`src/rtl/dual_port_ram_latency_pkg.sv`:
```
// -----------------------------------------------------------------------------
// dual_port_ram_latency_pkg
// Shared configuration for the dual-port latency RAM, its delay lines and the
// bench: word width, address width and the per-port write/read latencies
// (index 0 = port A, index 1 = port B).
// -----------------------------------------------------------------------------
package dual_port_ram_latency_pkg;

    localparam int DATA_WIDTH    = 8;
    localparam int ADDRESS_WIDTH = 4;

    localparam int WRITE_LATENCY [2] = '{2, 3};
    localparam int READ_LATENCY  [2] = '{1, 2};

    // A request captured at edge N acts at edge N+latency-1, so the delay line
    // in front of the array needs latency-1 register stages.
    function automatic int pipe_depth(input int latency);
        return (latency > 1) ? latency - 1 : 0;
    endfunction

endpackage

```
`src/rtl/dual_port_ram_latency_pipe.sv`:
```
// -----------------------------------------------------------------------------
// latency_pipe
// Fixed-depth delay line with synchronous clear. DEPTH = 0 is a plain wire.
// Ports:
//   clk_i  : clock, rising edge
//   clr_i  : synchronous clear, zeroes every stage (request flag = 0)
//   d_i    : word entering the line
//   q_o    : word leaving the line, DEPTH cycles later
// -----------------------------------------------------------------------------
module latency_pipe #(
    parameter int WIDTH = 1,
    parameter int DEPTH = 0
) (
    input  logic             clk_i,
    input  logic             clr_i,
    input  logic [WIDTH-1:0] d_i,
    output logic [WIDTH-1:0] q_o
);

    generate
        if (DEPTH == 0) begin : g_bypass
            assign q_o = d_i;
            // Clock and clear have no job in a zero-stage line.
            logic unused_bypass;
            assign unused_bypass = clk_i ^ clr_i;
        end else begin : g_stages
            logic [WIDTH-1:0] stage_q [DEPTH];

            always_ff @(posedge clk_i) begin
                if (clr_i) begin
                    for (int i = 0; i < DEPTH; i++) begin
                        stage_q[i] <= '0;
                    end
                end else begin
                    stage_q[0] <= d_i;
                    for (int i = 1; i < DEPTH; i++) begin
                        stage_q[i] <= stage_q[i-1];
                    end
                end
            end

            assign q_o = stage_q[DEPTH-1];
        end
    endgenerate

endmodule

```
`src/rtl/dual_port_ram_latency.sv`:
```
// -----------------------------------------------------------------------------
// dual_port_ram_latency
// True dual-port RAM with independent, configurable write and read latency
// per port. Each port captures a request every rising edge; writes and reads
// travel through their own delay line before touching the shared array.
// Ports:
//   i_clk, i_rst              : clock and synchronous active-high reset
//   i_addr_x, i_en_x, i_we_x  : request address / enable / write select
//   i_din_x                   : write data
//   o_dout_x                  : registered read data (holds between reads)
//   o_valid_x                 : one-cycle pulse per completed read
// -----------------------------------------------------------------------------
module dual_port_ram_latency #(
    parameter int DATA_WIDTH        = dual_port_ram_latency_pkg::DATA_WIDTH,
    parameter int ADDRESS_WIDTH     = dual_port_ram_latency_pkg::ADDRESS_WIDTH,
    parameter int WRITE_LATENCY [2] = dual_port_ram_latency_pkg::WRITE_LATENCY,
    parameter int READ_LATENCY  [2] = dual_port_ram_latency_pkg::READ_LATENCY
) (
    input  logic                     i_clk,
    input  logic                     i_rst,
    input  logic [ADDRESS_WIDTH-1:0] i_addr_a,
    input  logic [ADDRESS_WIDTH-1:0] i_addr_b,
    input  logic                     i_en_a,
    input  logic                     i_en_b,
    input  logic                     i_we_a,
    input  logic                     i_we_b,
    input  logic [DATA_WIDTH-1:0]    i_din_a,
    input  logic [DATA_WIDTH-1:0]    i_din_b,
    output logic [DATA_WIDTH-1:0]    o_dout_a,
    output logic [DATA_WIDTH-1:0]    o_dout_b,
    output logic                     o_valid_a,
    output logic                     o_valid_b
);

    import dual_port_ram_latency_pkg::*;

    localparam int DEPTH = 2 ** ADDRESS_WIDTH;

    // Requests are decoded into write/read flags before entering the delay
    // lines so each line only carries the fields its path consumes.
    typedef struct packed {
        logic                     wr;
        logic [ADDRESS_WIDTH-1:0] addr;
        logic [DATA_WIDTH-1:0]    data;
    } wr_req_t;

    typedef struct packed {
        logic                     rd;
        logic [ADDRESS_WIDTH-1:0] addr;
    } rd_req_t;

    wr_req_t wr_in [2];
    rd_req_t rd_in [2];

    assign wr_in[0] = '{wr: i_en_a & i_we_a,  addr: i_addr_a, data: i_din_a};
    assign wr_in[1] = '{wr: i_en_b & i_we_b,  addr: i_addr_b, data: i_din_b};
    assign rd_in[0] = '{rd: i_en_a & ~i_we_a, addr: i_addr_a};
    assign rd_in[1] = '{rd: i_en_b & ~i_we_b, addr: i_addr_b};

    // Shared array; no reset so it maps onto block RAM and survives i_rst.
    logic [DATA_WIDTH-1:0] mem_q [DEPTH];

    genvar gi;
    generate
        for (gi = 0; gi < 2; gi++) begin : g_port
            wr_req_t               wr_req;
            rd_req_t               rd_req;
            logic [DATA_WIDTH-1:0] dout_q;
            logic                  valid_q;

            latency_pipe #(
                .WIDTH ($bits(wr_req_t)),
                .DEPTH (pipe_depth(WRITE_LATENCY[gi]))
            ) u_wr_pipe (
                .clk_i (i_clk),
                .clr_i (i_rst),
                .d_i   (wr_in[gi]),
                .q_o   (wr_req)
            );

            latency_pipe #(
                .WIDTH ($bits(rd_req_t)),
                .DEPTH (pipe_depth(READ_LATENCY[gi]))
            ) u_rd_pipe (
                .clk_i (i_clk),
                .clr_i (i_rst),
                .d_i   (rd_in[gi]),
                .q_o   (rd_req)
            );

            // Non-blocking read of mem_q gives read-first behaviour against
            // any write committing on the same edge, from either port.
            always_ff @(posedge i_clk) begin
                if (i_rst) begin
                    dout_q  <= '0;
                    valid_q <= 1'b0;
                end else begin
                    valid_q <= rd_req.rd;
                    if (rd_req.rd) begin
                        dout_q <= mem_q[rd_req.addr];
                    end
                end
            end
        end
    endgenerate

    wr_req_t wr_a;
    wr_req_t wr_b;
    logic    commit_a;
    logic    commit_b;
    logic    b_shadowed;

    assign wr_a = g_port[0].wr_req;
    assign wr_b = g_port[1].wr_req;

    // A reset edge discards whatever reaches the array on that edge, including
    // zero-latency requests that bypass the cleared delay lines.
    assign commit_a   = ~i_rst & wr_a.wr;
    assign commit_b   = ~i_rst & wr_b.wr;
    // Port A wins a same-address collision; B's write is suppressed outright.
    assign b_shadowed = commit_a & (wr_a.addr == wr_b.addr);

    always_ff @(posedge i_clk) begin
        if (commit_a) begin
            mem_q[wr_a.addr] <= wr_a.data;
        end
        if (commit_b && !b_shadowed) begin
            mem_q[wr_b.addr] <= wr_b.data;
        end
    end

    assign o_dout_a  = g_port[0].dout_q;
    assign o_dout_b  = g_port[1].dout_q;
    assign o_valid_a = g_port[0].valid_q;
    assign o_valid_b = g_port[1].valid_q;

endmodule

```
`config.mk`:
```
export PLATFORM = sky130hd
export DESIGN_NAME = dual_port_ram_latency
export DESIGN_NICKNAME = d
export VERILOG_FILES = /design/src/rtl/dual_port_ram_latency_pkg.sv /design/src/rtl/dual_port_ram_latency_pipe.sv /design/src/rtl/dual_port_ram_latency.sv
export SDC_FILE = /design/constraint.sdc
export NUM_CORES = 1
export LEC_CHECK = 0
export ABC_AREA = 0
export BUFFER_PORTS_ARGS = -buffer_cell sky130_fd_sc_hd__clkbuf_2
export CORE_MARGIN = 2
export CORE_UTILIZATION = 60
export DETAILED_ROUTE_END_ITERATION = 7
export GPL_TIMING_DRIVEN = 0
export PLACE_DENSITY = 0.75
export REMOVE_ABC_BUFFERS = 1
export SETUP_SLACK_MARGIN = 0.15
export SYNTH_ARGS = -nofsm -noshare
export SYNTH_HDL_FRONTEND = slang
export SYNTH_SLANG_ARGS = --single-unit
```
`constraint.sdc`:
```
create_clock -name i_clk -period 4.6 [get_ports i_clk]
set_clock_uncertainty 0.2 [all_clocks]
set_input_delay 0.23 -clock i_clk [delete_from_list [all_inputs] [get_ports i_clk]]
set_output_delay 0.23 -clock i_clk [all_outputs]
set_load 0.1 [all_outputs]
```
==> results of run 1 <==
## metrics by stage
| stage | hold slack (ps) | power (uW) |
|---|---|---|
| 6_report | 136.3 | 3822 |
| 5_1_grt | 155.5 | 3911 |
| 4_1_cts | 238.1 | 3814 |
| 3_5_place_dp | 207.6 | 2249 |
| 3_3_place_gp | 207.8 | 2237 |
| 2_1_floorplan | 101.6 | 2135 |
## worst max-delay path, cell delays in order
cell and delay, ps:
clkbuf_2 600, nor2b_2 400, and2_1 840, a21oi_4 290, o21bai_1 590
## synthesized netlist by cell type (2+ instances only)
master,instances
dfxtp_1,58
and2_1,3
nand2_1,37
a21oi_1,9
nand3_1,25
xnor2_1,3
nor2b_1,45
o21bai_1,10
nand3b_1,2
mux4_2,16
nand4b_1,2
buf_4,4
and3_1,2
clkbuf_1,34
edfxtp_1,128
o21ai_0,6
mux2_2,128
o21ai_4,3
buf_6,5
a21oi_4,10
mux4_1,9
a22oi_1,38
nor3b_1,4
nor4b_2,2
o211ai_1,7
nor2_1,5
mux2_1,9
nand2b_1,4
o21ai_2,3
mux2i_1,78
buf_2,8
## cells by family after synthesis
family                 after synthesis  synth area share
AO/OA/AOI/OAI                       87           0.07534
XOR/XNOR                             4          0.004343
AND/OR/NAND/NOR                    142           0.08313
multiplexers                       240            0.2980
buffers and inverters               53           0.02835
flip-flops                         186            0.5108
## per-layer routing
metal	up-vias	routed length (um)
met5	-	0
met3	83	1719
met4	0	1022
li1	2842	-
met1	3235	10070
met2	354	13110
## state kept, by name, summed over array words and instances, names as in the netlist
signal and count:
o_dout_a 8, g_port.u_wr_pipe.g_stages.stage_q 35, o_valid_a 1, g_port.u_rd_pipe.g_stages.stage_q 5, o_dout_b 8, o_valid_b 1, mem_q 128
## worst min path at each step
| stage | start | endpoint | slack [ps] | cells after the start |
|---|---|---|---|---|
| global placement | i_we_b | g_port[1].u_rd_pipe.g_stages.stage_q[0][4]$_SDFF_PP0_ | 210 | 2 |
| global route | i_addr_a[2] | g_port[0].u_wr_pipe.g_stages.stage_q[0][10]$_SDFF_PP0_ | 160 | 2 |
| CTS | g_port[1].u_wr_pipe.g_stages.stage_q[0][7]$_SDFF_PP0_ | g_port[1].u_wr_pipe.g_stages.stage_q[0][20]$_SDFF_PP0_ | 240 | 1 |
| detailed placement | i_we_b | g_port[1].u_rd_pipe.g_stages.stage_q[0][4]$_SDFF_PP0_ | 210 | 2 |
| finish | i_addr_a[2] | g_port[0].u_wr_pipe.g_stages.stage_q[0][10]$_SDFF_PP0_ | 140 | 2 |
| floorplan | i_rst | g_port[0].u_wr_pipe.g_stages.stage_q[0][0]$_SDFF_PP0_ | 100 | 1 |
## layout make-up
type | instances | share of cell area
timing repair buffer | 83 | 0.05602
tap | 216 | 0.02440
clock inverter | 10 | 0.01118
clock buffer | 22 | 0.04766
multi-input combinational | 473 | 0.4083
sequential | 186 | 0.4521
inverter | 1 | 0.0003388
## where the power goes
part | internal [uW] | switching (uW)
Combinational | 153 | 216
Clock | 934 | 651
Sequential | 1820 | 52.6
## what timing repair did
item                      CTS  global route
hold endpoints to repair   26             0
hold buffers               27             0
setup buffers               0             0
==> impl_results.html, run 1 <==
<table>
<tr><th>Metric</th><th>Value</th></tr>
<tr><th colspan="2">Pwr</th></tr>
<tr><td>Leakage power figure</td><td>0.003905 uW</td></tr>
<tr><td>Peak supply drop</td><td>0.2806 mV</td></tr>
<tr><td>PwrDens</td><td>345.0 mW/mm^2</td></tr>
<tr><th colspan="2">Clock tree</th></tr>
<tr><td>Clock Latency Late Sink</td><td>440 ps</td></tr>
<tr><td>Maximum clock insertion buffer count</td><td>2</td></tr>
<tr><td>Number of instances resized during post-cts repair</td><td>0</td></tr>
<tr><td>CTS HTree Levels</td><td>4</td></tr>
<tr><td>Number of buffers inserted during clock tree synthesis</td><td>17</td></tr>
<tr><td>Buffer type at the clock tree root</td><td>clkbuf_16</td></tr>
<tr><td>TritonCTS clock tree</td><td>yes</td></tr>
<tr><td>Clock transition at path regs</td><td>70 ps</td></tr>
<tr><td>Sink Count</td><td>186</td></tr>
<tr><th colspan="2">Critical path</th></tr>
<tr><td>Crit path launch type</td><td>input port</td></tr>
<tr><td>Largest fanout on the critical path</td><td>53</td></tr>
<tr><td>Data required, critical path</td><td>4430 ps</td></tr>
<tr><td>Capturing element type of the critical path</td><td>flip-flop</td></tr>
<tr><td>Worst EP arrival</td><td>2970 ps</td></tr>
<tr><td>Worst setup path category</td><td>in2reg</td></tr>
<tr><td>Launch point of the worst path</td><td>i_rst</td></tr>
<tr><td>Capture point of the worst path</td><td>mem_q[4][5]$_DFFE_PP_</td></tr>
<tr><td>Reg2reg setup slack</td><td>1570 ps</td></tr>
<tr><td>Reg2reg path depth</td><td>4</td></tr>
<tr><td>Capturing point of the worst reg2reg path</td><td>mem_q[4][5]$_DFFE_PP_</td></tr>
<tr><td>Worst r2r src</td><td>g_port[1].u_wr_pipe.g_stages.stage_q[0][22]$_SDFF_PP0_</td></tr>
<tr><th colspan="2">Global route</th></tr>
<tr><td>Overall global routing resource usage</td><td>0.3065</td></tr>
<tr><td>Vias in the first global route</td><td>6,571</td></tr>
<tr><td>First-pass GRT wire length</td><td>38,940 um</td></tr>
<tr><td>GRT met3 Usage</td><td>0.04844</td></tr>
<tr><td>Global-route congestion overflow total</td><td>0</td></tr>
<tr><td>Pin count of the biggest net entering global routing</td><td>54</td></tr>
<tr><td>Met1 global-route usage</td><td>0.3870</td></tr>
<tr><td>Antenna violations before repair</td><td>0</td></tr>
<tr><td>Global-route layer with the greatest usage</td><td>met2</td></tr>
<tr><td>Global Route met2 Usage</td><td>0.5192</td></tr>
<tr><th colspan="2">Placed design</th></tr>
<tr><td>Final HPWL DP</td><td>16,150 um</td></tr>
<tr><td>Number of port buffers</td><td>47</td></tr>
<tr><td>Routability congestion estimate</td><td>0.8882</td></tr>
<tr><td>Cell area after placement</td><td>0.01014 mm^2</td></tr>
<tr><td>Placed insts</td><td>931</td></tr>
<tr><td>Post-place setup slack</td><td>1054 ps</td></tr>
<tr><th colspan="2">Drt</th></tr>
<tr><td>Detailed-route via count</td><td>6,514</td></tr>
<tr><td>Final routed wire length divided by cell count</td><td>26.15 um</td></tr>
<tr><td>Total Routed Length</td><td>25,920 um</td></tr>
<tr><td>Average via count per standard cell</td><td>6.573</td></tr>
<tr><td>Final ANT Viol Nets</td><td>0</td></tr>
<tr><td>DRC errors left</td><td>0</td></tr>
<tr><td>Pre-antenna DRT Iters</td><td>5</td></tr>
<tr><td>First-iteration detailed-routing DRC count</td><td>689</td></tr>
<tr><th colspan="2">Logic synthesis</th></tr>
<tr><td>FFs w/ async S/R, synth</td><td>0</td></tr>
<tr><td>Distinct cell type count of the synthesized netlist</td><td>46</td></tr>
<tr><td>Portion of the post-synthesis area used by sequential elements</td><td>0.5108</td></tr>
<tr><td>Most area-consuming cells after synthesis</td><td>edfxtp_1 (39%), mux2_2 (15%), dfxtp_1 (12%), mux2i_1 (8.0%), mux4_2 (3.7%)</td></tr>
<tr><td>Share of the synthesized area in the top cell type</td><td>0.3923</td></tr>
<tr><td>Average cell area after synthesis</td><td>13.76 um^2</td></tr>
<tr><td>Post-synth top flop</td><td>edfxtp_1</td></tr>
<tr><td>Post-synthesis sequential element count</td><td>186</td></tr>
<tr><td>Cell type contributing the most total cell area after synthesis</td><td>edfxtp_1</td></tr>
<tr><td>Instance count of the mapped netlist</td><td>712</td></tr>
<tr><td>Number of enable flip-flop cells after synthesis</td><td>128</td></tr>
<tr><td>Yosys warning total</td><td>0</td></tr>
<tr><td>Post-Syn Area</td><td>0.009798 mm^2</td></tr>
<tr><th colspan="2">Timing</th></tr>
<tr><td>Final Setup Violations</td><td>0</td></tr>
<tr><td>Tmin final</td><td>3136 ps</td></tr>
<tr><td>Unrepaired setup endpoints after global routing</td><td>false</td></tr>
<tr><td>Setup slack after layout</td><td>1464 ps</td></tr>
<tr><td>Maximum operating frequency</td><td>0.3189 GHz</td></tr>
<tr><td>Slew margin rel.</td><td>0.1614</td></tr>
<tr><td>Period utilization</td><td>0.6817</td></tr>
<tr><td>Fin. Hold Viols</td><td>0</td></tr>
<tr><td>Final sum of negative setup slack</td><td>0 ps</td></tr>
<tr><td>Transition time at the pin with the least slew margin</td><td>1255 ps</td></tr>
<tr><td>Number of max-slew violations in the final report</td><td>0</td></tr>
<tr><th colspan="2">Cells and area</th></tr>
<tr><td>Number of antenna repair diodes</td><td>0</td></tr>
<tr><td>Layout cells sized above 1</td><td>0.3381</td></tr>
<tr><td>Finished Layout Cells</td><td>991</td></tr>
<tr><td>Area Overhead vs Synth</td><td>13.06%</td></tr>
<tr><td>Layout filler cell count</td><td>1,110</td></tr>
<tr><td>Commonest non-fill, non-tap cells in the layout</td><td>mux2_2 (128), edfxtp_1 (128), mux2i_1 (78)</td></tr>
<tr><td>Final nets</td><td>792</td></tr>
<tr><td>Area of the multi-input gates</td><td>0.004523 mm^2</td></tr>
<tr><td>Area occupied by registers</td><td>0.005009 mm^2</td></tr>
<tr><td>Post-route cell area</td><td>0.01108 mm^2</td></tr>
<tr><td>Final core utilization</td><td>0.6949</td></tr>
<tr><th colspan="2">Floorplan</th></tr>
<tr><td>Die footprint</td><td>0.01737 mm^2</td></tr>
<tr><td>Horizontal extent of the die</td><td>131.8 um</td></tr>
<tr><td>Rows</td><td>46</td></tr>
<tr><td>Die height</td><td>131.8 um</td></tr>
<tr><td>I/O pin count</td><td>48</td></tr>
<tr><td>Effective utilization at floorplan</td><td>0.6146</td></tr>
<tr><td>Area of the core</td><td>0.01594 mm^2</td></tr>
<tr><th colspan="2">Run status</th></tr>
<tr><td>Result of the run</td><td>finished clean</td></tr>
<tr><th colspan="2">Run</th></tr>
<tr><td>Max-Cap Viols</td><td>0</td></tr>
<tr><th colspan="2">Min path</th></tr>
<tr><td>Min-delay worst type</td><td>in2reg</td></tr>
</table>
Power figures use the tool's default switching activity.
==> run 2, diff against run 1 <==
==> constraint.sdc (replaced) <==
create_clock -name i_clk -period 3 [get_ports i_clk]
set_clock_uncertainty 0.2 [all_clocks]
set_input_delay 0.15 -clock i_clk [delete_from_list [all_inputs] [get_ports i_clk]]
set_output_delay 0.15 -clock i_clk [all_outputs]
set_load 0.1 [all_outputs]
==> run 2 against run 1 <==
Compared with the run above: die area did not move; register-to-register slack got worse by 1300 ps; sequential share of layout area fell by 0.056 points; clock power rose by 53%; sequential power rose by 53%; clock-buffer cell count stayed put; non-clock buffer count unchanged; cell area rose by 0.12%; utilization is 0.086 points higher; combinational power is 53% higher; critical path depth stayed put.
==> impl_results.html, run 2 (synthesis gave the netlist of run 1 again) <==
<table>
<tr><th>Metric</th><th>Value</th></tr>
<tr><th colspan="2">Cells and area</th></tr>
<tr><td>Final nets</td><td>792</td></tr>
<tr><td>Largest registers</td><td>mem_q: 128 flops, g_port.u_wr_pipe.g_stages.stage_q: 35 flops</td></tr>
<tr><td>Largest register FFs</td><td>128</td></tr>
<tr><td>Area occupied by registers</td><td>0.005009 mm^2</td></tr>
<tr><td>Commonest non-fill, non-tap cells in the layout</td><td>mux2_2 (128), edfxtp_1 (128), mux2i_1 (78)</td></tr>
<tr><td>Layout filler cell count</td><td>1,110</td></tr>
<tr><td>Layout cells sized above 1</td><td>0.3445</td></tr>
<tr><td>Post-route cell area</td><td>0.01109 mm^2</td></tr>
<tr><td>Number of antenna repair diodes</td><td>0</td></tr>
<tr><td>Area of the multi-input gates</td><td>0.004537 mm^2</td></tr>
<tr><td>Register with the highest flop count</td><td>mem_q</td></tr>
<tr><td>Area Overhead vs Synth</td><td>13.20%</td></tr>
<tr><th colspan="2">Floorplan</th></tr>
<tr><td>Rows</td><td>46</td></tr>
<tr><td>Effective utilization at floorplan</td><td>0.6146</td></tr>
<tr><td>Die footprint</td><td>0.01737 mm^2</td></tr>
<tr><td>Die height</td><td>131.8 um</td></tr>
<tr><td>I/O pin count</td><td>48</td></tr>
<tr><td>Area of the core</td><td>0.01594 mm^2</td></tr>
<tr><td>Horizontal extent of the die</td><td>131.8 um</td></tr>
<tr><th colspan="2">Timing</th></tr>
<tr><td>Fin. Hold Viols</td><td>0</td></tr>
<tr><td>Unrepaired setup endpoints after global routing</td><td>false</td></tr>
<tr><td>Setup slack after layout</td><td>272.9 ps</td></tr>
<tr><td>Maximum operating frequency</td><td>0.3667 GHz</td></tr>
<tr><td>Number of max-slew violations in the final report</td><td>0</td></tr>
<tr><td>Final Setup Violations</td><td>0</td></tr>
<tr><td>Period utilization</td><td>0.9090</td></tr>
<tr><td>Tmin final</td><td>2727 ps</td></tr>
<tr><td>Transition time at the pin with the least slew margin</td><td>1220 ps</td></tr>
<tr><td>Slew margin rel.</td><td>0.1847</td></tr>
<tr><th colspan="2">Placed design</th></tr>
<tr><td>Post-place setup slack</td><td>-466.0 ps</td></tr>
<tr><td>Cell area after placement</td><td>0.01014 mm^2</td></tr>
<tr><td>Final HPWL DP</td><td>16,150 um</td></tr>
<tr><td>Routability congestion estimate</td><td>0.8882</td></tr>
<tr><td>Number of port buffers</td><td>47</td></tr>
<tr><th colspan="2">Clock tree</th></tr>
<tr><td>Number of buffers inserted during clock tree synthesis</td><td>17</td></tr>
<tr><td>Buffer type at the clock tree root</td><td>clkbuf_16</td></tr>
<tr><td>Setup Buffers After CTS</td><td>0</td></tr>
<tr><td>Clock Latency Late Sink</td><td>440 ps</td></tr>
<tr><td>TritonCTS clock tree</td><td>yes</td></tr>
<tr><td>Clock transition at path regs</td><td>70 ps</td></tr>
<tr><td>CTS HTree Levels</td><td>4</td></tr>
<tr><td>Sink Count</td><td>186</td></tr>
<tr><td>Maximum clock insertion buffer count</td><td>2</td></tr>
<tr><th colspan="2">Drt</th></tr>
<tr><td>Average via count per standard cell</td><td>6.557</td></tr>
<tr><td>Pre-antenna DRT Iters</td><td>6</td></tr>
<tr><td>Final routed wire length divided by cell count</td><td>26.10 um</td></tr>
<tr><td>First-iteration detailed-routing DRC count</td><td>715</td></tr>
<tr><td>Total Routed Length</td><td>25,860 um</td></tr>
<tr><td>Detailed-route via count</td><td>6,498</td></tr>
<tr><td>DRC errors left</td><td>0</td></tr>
<tr><td>Final ANT Viol Nets</td><td>0</td></tr>
<tr><th colspan="2">Min path</th></tr>
<tr><td>Depth of the worst hold-timing path</td><td>2</td></tr>
<tr><td>Worst min-delay path startpoint</td><td>i_addr_a[2]</td></tr>
<tr><td>Min-delay worst type</td><td>in2reg</td></tr>
<tr><th colspan="2">Run</th></tr>
<tr><td>Max-Cap Viols</td><td>0</td></tr>
<tr><th colspan="2">Pwr</th></tr>
<tr><td>Internal cell power</td><td>4452 uW</td></tr>
<tr><td>Proportion of power drawn by combinational gates</td><td>0.097</td></tr>
<tr><td>Switching share of power</td><td>0.2400</td></tr>
<tr><td>Leakage power figure</td><td>0.003916 uW</td></tr>
<tr><td>Clock share of power</td><td>0.414</td></tr>
<tr><td>Sequential Power Share</td><td>0.489</td></tr>
<tr><td>Net switching power</td><td>1406 uW</td></tr>
<tr><td>Peak supply drop</td><td>0.4295 mV</td></tr>
<tr><td>PwrDens</td><td>528.2 mW/mm^2</td></tr>
<tr><th colspan="2">Global route</th></tr>
<tr><td>Antenna violations before repair</td><td>0</td></tr>
<tr><td>Global-route congestion overflow total</td><td>0</td></tr>
<tr><td>First-pass GRT wire length</td><td>38,940 um</td></tr>
<tr><td>Vias in the first global route</td><td>6,571</td></tr>
<tr><td>Pin count of the biggest net entering global routing</td><td>54</td></tr>
<tr><td>Overall global routing resource usage</td><td>0.3065</td></tr>
<tr><th colspan="2">Critical path</th></tr>
<tr><td>Largest fanout on the critical path</td><td>53</td></tr>
<tr><td>Worst r2r src</td><td>g_port[1].u_wr_pipe.g_stages.stage_q[0][21]$_SDFF_PP0_</td></tr>
<tr><td>Capturing point of the worst reg2reg path</td><td>mem_q[4][5]$_DFFE_PP_</td></tr>
<tr><td>Worst setup path category</td><td>in2reg</td></tr>
<tr><td>Crit path launch type</td><td>input port</td></tr>
<tr><td>Launch point of the worst path</td><td>i_rst</td></tr>
<tr><td>Capturing element type of the critical path</td><td>flip-flop</td></tr>
<tr><td>Data required, critical path</td><td>2850 ps</td></tr>
<tr><td>Capture point of the worst path</td><td>mem_q[4][5]$_DFFE_PP_</td></tr>
<tr><td>Reg2reg path depth</td><td>4</td></tr>
<tr><td>Reg2reg setup slack</td><td>300 ps</td></tr>
<tr><td>Worst EP arrival</td><td>2580 ps</td></tr>
<tr><th colspan="2">Run status</th></tr>
<tr><td>Result of the run</td><td>finished clean</td></tr>
</table>
run 2: cell types whose count changed in the layout (fill, tap and decap cells not counted):
cell | previous run | this run
o21bai_1 | 10 | 8
o21bai_2 | 0 | 2
and2_1 | 3 | 2
and2_2 | 0 | 1
and3_1 | 2 | 1
and3_2 | 0 | 1
buf_2 | 1 | 2
clkbuf_2 | 46 | 45
o21ai_1 | 6 | 5
o21ai_2 | 3 | 4
run 2: worst max-delay path: stages:
cell,delay (ps)
buf_2,750
nor2b_2,150
and2_2,420
a21oi_4,470
o21bai_1,600
run 2: worst min-delay path by stage:
stage / endpoint / slack, ps
after floorplan: g_port[0].u_wr_pipe.g_stages.stage_q[0][0]$_SDFF_PP0_ / 20
after global placement: g_port[1].u_rd_pipe.g_stages.stage_q[0][4]$_SDFF_PP0_ / 130
after detailed placement: g_port[1].u_rd_pipe.g_stages.stage_q[0][4]$_SDFF_PP0_ / 130
after CTS: g_port[1].u_wr_pipe.g_stages.stage_q[0][20]$_SDFF_PP0_ / 240
after global routing: g_port[0].u_wr_pipe.g_stages.stage_q[0][10]$_SDFF_PP0_ / 80
final: g_port[0].u_wr_pipe.g_stages.stage_q[0][10]$_SDFF_PP0_ / 40
run 2: area by class of cell:
class | count | share of cell area
well taps | 216 | 0.02437
inverters | 1 | 0.0003384
multi-input cells | 473 | 0.4090
clock buffers | 22 | 0.04760
repair buffers | 83 | 0.05595
clock inverters | 10 | 0.01117
flip-flops and latches | 186 | 0.4516
run 2: timing repair:
action,in CTS,in global routing
gates resized for setup,2,4
hold buffers,27,0
endpoints found under the setup margin,80,64
endpoints found under the hold margin,27,0
run 2: power groups by stage:
stage               clock (uW)  sequential (uW)  combinational [uW]
finish                    2430             2870                 566
global route              2530             2870                 597
global placement             0             2930                 502
floorplan                    0             3000                 272
detailed placement           0             2920                 530
CTS                       2420             2860                 561
run 2: routing by layer:
layer,global-route usage,vias to the layer above,wire (um)
met5,0,-,0
met4,0.1486,0,904
li1,-,2849,-
met1,0.3870,3238,10240
met2,0.5192,334,13060
met3,0.04844,77,1654
run 2: per-stage QoR:
step	hold WS [ps]	std cells	setup TNS (ps)	total power [uW]	utilization
2_1_floorplan	21.61	660	-1770	3274	-
3_3_place_gp	127.8	923	-48780	3431	0.6291
3_5_place_dp	127.6	931	-41800	3448	0.6358
4_1_cts	238.1	990	0	5849	0.6938
5_1_grt	75.54	991	0	5997	0.6957
6_report	42.05	991	0	5859	0.6957
